File: src/rtl/logic_op_arbiter.sv
// logic_op_arbiter: round-robin sharing of one registered bitwise logic unit
// among NREQ requesters, with a single valid/ready response register.
//
// state | meaning
// EMPTY | response register holds nothing (rsp_valid = 0)
// FULL  | response register holds a result awaiting rsp_ready
module logic_op_arbiter #(
    parameter int WIDTH = 8,
    parameter int NREQ  = 4,
    parameter int IDW   = (NREQ > 1) ? $clog2(NREQ) : 1
) (
    input  logic                  clk,
    input  logic                  rst,
    input  logic [NREQ-1:0]       req_valid,
    output logic [NREQ-1:0]       req_ready,
    input  logic [NREQ*WIDTH-1:0] req_a,
    input  logic [NREQ*WIDTH-1:0] req_b,
    input  logic [NREQ*3-1:0]     req_op,
    output logic                  rsp_valid,
    input  logic                  rsp_ready,
    output logic [IDW-1:0]        rsp_id,
    output logic [WIDTH-1:0]      rsp_y,
    output logic                  rsp_err,
    output logic [15:0]           ops_done
);

    typedef enum logic {EMPTY, FULL} state_t;

    state_t           state;
    logic [IDW-1:0]   last_grant;
    logic [IDW-1:0]   winner;
    logic             found;
    logic             free;
    logic             accept;
    logic [WIDTH-1:0] sel_a;
    logic [WIDTH-1:0] sel_b;
    logic [2:0]       sel_op;
    logic [WIDTH-1:0] result;

    assign rsp_valid = (state == FULL);
    assign free      = (state == EMPTY) || rsp_ready;

    // Round-robin scan starting one past the last granted requester.
    always_comb begin
        logic [IDW-1:0] idx;
        found  = 1'b0;
        winner = '0;
        idx    = '0;
        for (int k = 1; k <= NREQ; k++) begin
            idx = IDW'((int'(last_grant) + k) % NREQ);
            if (!found && req_valid[idx]) begin
                found  = 1'b1;
                winner = idx;
            end
        end
    end

    // Reset gates the accept so a request in the reset cycle is dropped.
    assign accept = found && free && !rst;

    // One-hot ready toward the winner only when the output register is free.
    always_comb begin
        req_ready = '0;
        if (accept) begin
            req_ready[winner] = 1'b1;
        end
    end

    assign sel_a  = req_a[winner*WIDTH +: WIDTH];
    assign sel_b  = req_b[winner*WIDTH +: WIDTH];
    assign sel_op = req_op[winner*3 +: 3];

    // Shared gate datapath; illegal opcodes produce zero.
    always_comb begin
        result = '0;
        case (sel_op)
            3'd0:    result = sel_a & sel_b;
            3'd1:    result = sel_a | sel_b;
            3'd2:    result = ~sel_a;
            3'd3:    result = sel_a ^ sel_b;
            3'd4:    result = ~(sel_a ^ sel_b);
            3'd5:    result = ~(sel_a & sel_b);
            default: result = '0;
        endcase
    end

    // Control FSM, response register, grant pointer and accept counter.
    always_ff @(posedge clk) begin
        if (rst) begin
            state      <= EMPTY;
            rsp_y      <= '0;
            rsp_id     <= '0;
            rsp_err    <= 1'b0;
            ops_done   <= '0;
            last_grant <= IDW'(NREQ - 1);
        end else begin
            case (state)
                EMPTY: begin
                    if (accept) state <= FULL;
                end
                FULL: begin
                    if (!accept && rsp_ready) state <= EMPTY;
                end
                default: state <= EMPTY;
            endcase
            if (accept) begin
                rsp_y      <= result;
                rsp_id     <= winner;
                rsp_err    <= (sel_op > 3'd5);
                last_grant <= winner;
                if (ops_done != 16'hFFFF) begin
                    ops_done <= ops_done + 16'd1;
                end
            end
        end
    end

endmodule
File: config.mk
export PLATFORM = sky130hd
export DESIGN_NAME = logic_op_arbiter
export DESIGN_NICKNAME = d
export VERILOG_FILES = /design/src/rtl/logic_op_arbiter.sv
export SDC_FILE = /design/constraint.sdc
export NUM_CORES = 1
export LEC_CHECK = 0
export CORE_UTILIZATION = 36
export DETAILED_ROUTE_END_ITERATION = 8
export HOLD_SLACK_MARGIN = 0.05
export PLACE_DENSITY = 0.69
export SYNTH_ARGS = -nofsm -noshare
export SYNTH_HDL_FRONTEND = slang
export SYNTH_SLANG_ARGS = --single-unit
File: constraint.sdc
create_clock -name clk -period 3.9 [get_ports clk]
set_input_delay 0.39 -clock clk [delete_from_list [all_inputs] [get_ports clk]]
set_output_delay 0.39 -clock clk [all_outputs]
set_load 0.005 [all_outputs]
==> results.cfg <==
[critical_path]
path_cells = clkdlybuf4s50_1 -> nor2b_1 -> o21ai_1 -> nand3_1 -> buf_4 -> nor2_1 -> clkdlybuf4s50_1
critPathCaptureType = output pin
crit_slowest_cell = clkdlybuf4s50_1
critical_path_class = input pin to output pin
arrival_ns = 2.72
cp.required_ns = 3.51
cp_common_cell = clkdlybuf4s50_1
crit_path_start_kind = input pin
critPathMaxFanout = 16
slowest_delay_ns = 0.56

[placement]
placed_area_um2 = 4143
io_buffers = 114
gp_congestion = 0.8349
dp_hpwl_mm = 7.479

[timing]
fmax_ghz = 0.3211
worst_pin_slew_ns = 0.8859
hold_viol = 0
min_period_ns = 3.115
setup_viol = 0
relSlewSlack_pct = 40.59
worst_hold_slack_ns = 0.4735
tns_ns = 0
slew_violations = 0
rsz0062_at_grt = no
fin_crit_sh_pct = 79.87
skew_ns = 0.009457

[die]
io_pins = 115
die-area_um2 = 8298
placement_rows = 32
dieHeight_um = 91.10
start_util_pct = 37.17
coreArea_um2 = 7687
die-width_um = 91.10

[final_layout]
fin_util_pct = 55.75
ff_latch_area_um2 = 600.6
stdcell_area_um2 = 4285
n_antenna_cell = 0
fillCellCount = 750
syn_to_final_growth_pct = 49.96
layout-drive-gt1-share_pct = 6.362
multi_input_area_um2 = 2042
nets = 602

[synthesis]
synth-seq-area-share_pct = 21.02
ys_async_sr_fraction_pct = 0
syn_area_per_cell_um2 = 7.328
synth_top_family_by_area = simple AND/OR/NAND/NOR gates
synth-seq-cells = 30
synth-edff-count = 0
ys_types = 51
netlist_instances = 390
syn-num-nets = 490
syn_area_um2 = 2858
yosysWarnings = 0
synthXorXnorAreaFrac_pct = 3.065
synth_compound_area_share_pct = 26.36
ys.flop_type = dfxtp_1
synth-simple-area-share_pct = 27.76
muxShareOfSynthArea_pct = 6.786
synthAdderAreaFrac_pct = 7.443

[clocking]
cts_buffers = 5
cts_buffer_depth = 2
clk_root_buffer_cell = clkbuf_8
cts_tree = built
clock_sinks = 30
cts_setup_buffers = 0
ctsResizeCount = 0
path_clk_slew_ns = 0.07
clock_latency_ns = 0.29
holdBufCountCts = 0
htreeDepth = 2

[global_route]
grt_pass1_vias = 3255
grt_pass1_wl_mm = 16.01
grtUsageTotal_pct = 24.01
grt-ovfl-total = 0
grt_max_degree = 29
antenna_found_initial = 0

[routing]
routed_wirelength_mm = 9.802
wl_met3_um = 831
drt_iter0_drc = 248
drt_first_pass_iters = 7
wl_met2_mm = 4.651
antenna_left = 0
via_per_inst = 5.540
drc = 0
top_layer = met4
avgRoutedWirePerCell_um = 16.20
met1_length_mm = 4.212
dr_total_vias = 3352

[power]
p_leak_nw = 1.796
power_density_nw_per_um2 = 360.0
ir_drop_mv = 0.1778

[outcome]
status = finished, final reports clean

[min_path]
hp-class = register to register

[flow_run]
maxCapViolCount = 0
## path summary, 6_finish.rpt
check,depth (start not counted),to,slack (ns),startpoint
worst max-delay path,7,req_ready[2],0.79,req_valid[3]
worst min-delay path,2,rsp_id[1],0.47,rsp_id[1]
worst max register to register,10,rsp_y[5],1.17,last_grant[0]
worst min register to register,2,rsp_id[1],0.47,rsp_id[1]
## worst max-delay path: cells and delay by family
family | cells | cell delay (ns)
buffers and inverters | 3 | 1.37
AND/OR/NAND/NOR | 3 | 0.76
AO/OA/AOI/OAI | 1 | 0.21
## cell usage after synthesis, types with 5 or more instances
cell type	instances	area (µm²)
inv_1	29	108.9
nand2b_1	6	37.54
a211o_1	5	43.79
mux2i_1	16	160.2
nand3_1	21	105.1
ha_1	17	212.7
a211oi_1	9	67.56
o211a_1	6	60.06
a21o_1	7	52.55
o21ai_0	9	45.04
and2_1	10	62.56
a31oi_1	10	62.56
clkbuf_1	11	41.29
nand2_1	57	214.0
nor3_1	23	115.1
a221oi_1	5	43.79
dfxtp_1	30	600.6
a21oi_1	6	30.03
o41ai_1	5	43.79
or3_1	5	31.28
xor2_1	7	61.31
o31a_1	6	52.55
nand4_1	7	43.79
nor2_1	24	90.09
buf_2	5	25.02
nor2b_1	7	43.79
## flip-flops by register name (all words and copies together) (netlist names)
name,cells
rsp_y,8
last_grant,2
rsp_err,1
rsp_id,2
ops_done,16
rsp_valid,1
## area by class of cell
cell class	count	share of cell area, %
inverter	29	2.540
sequential	30	14.01
tap	102	2.978
clock inverter	2	1.401
multi-input combinational	309	47.65
timing repair buffer	127	29.49
clock buffer	6	1.927
## routing by layer
layer	vias to the layer above	GRT usage, %
met5	-	0
met1	1569	29.73
met4	0	7.540
met2	125	40.78
li1	1650	-
met3	8	5.863
## cells in the final DEF (no fill, tap or decap), types with 9 or more instances in the layout
master           synthesis  final
nor2_1                  24     24
nor3_1                  23     23
and2_1                  10     10
ha_1                    17     17
o21ai_0                  9      9
nand3_1                 21     21
nand2_1                 57     57
mux2i_1                 16     16
clkdlybuf4s50_1          0    114
inv_1                   29     29
buf_4                    1     11
a31oi_1                 10     10
a211oi_1                 9      9
dfxtp_1                 30     30
## power by group
group          switching [mW]  leakage (nW)  internal [mW]
Combinational           0.391          1.48          0.378
Clock                   0.136        0.0714          0.273
Sequential             0.0249         0.245          0.340
Total                   0.552          1.80          0.991
## kinds of logic (layout without fill, tap and decap cells)
logic type               after synthesis  count (layout)
AND/OR/NAND/NOR                      166             166
multiplexers                          19              19
buffers and inverters                 51             164
XOR/XNOR                              10              10
flip-flops                            30              30
adder cells (fa/ha/maj)               17              17
AO/OA/AOI/OAI                         97              97
## stage by stage
| stage | setup slack [ns] | power, mW | std cells |
|---|---|---|---|
| 6_report | 0.7852 | 1.543 | 605 |
| 4_1_cts | 0.7962 | 1.541 | 605 |
| 5_1_grt | 0.6480 | 1.632 | 605 |
| 3_5_place_dp | 0.6012 | 1.132 | 597 |
| 2_1_floorplan | 0.9780 | 0.8346 | 390 |
| 3_3_place_gp | 0.6747 | 1.107 | 597 |
Note: power is estimated with default switching activity, not from simulation.
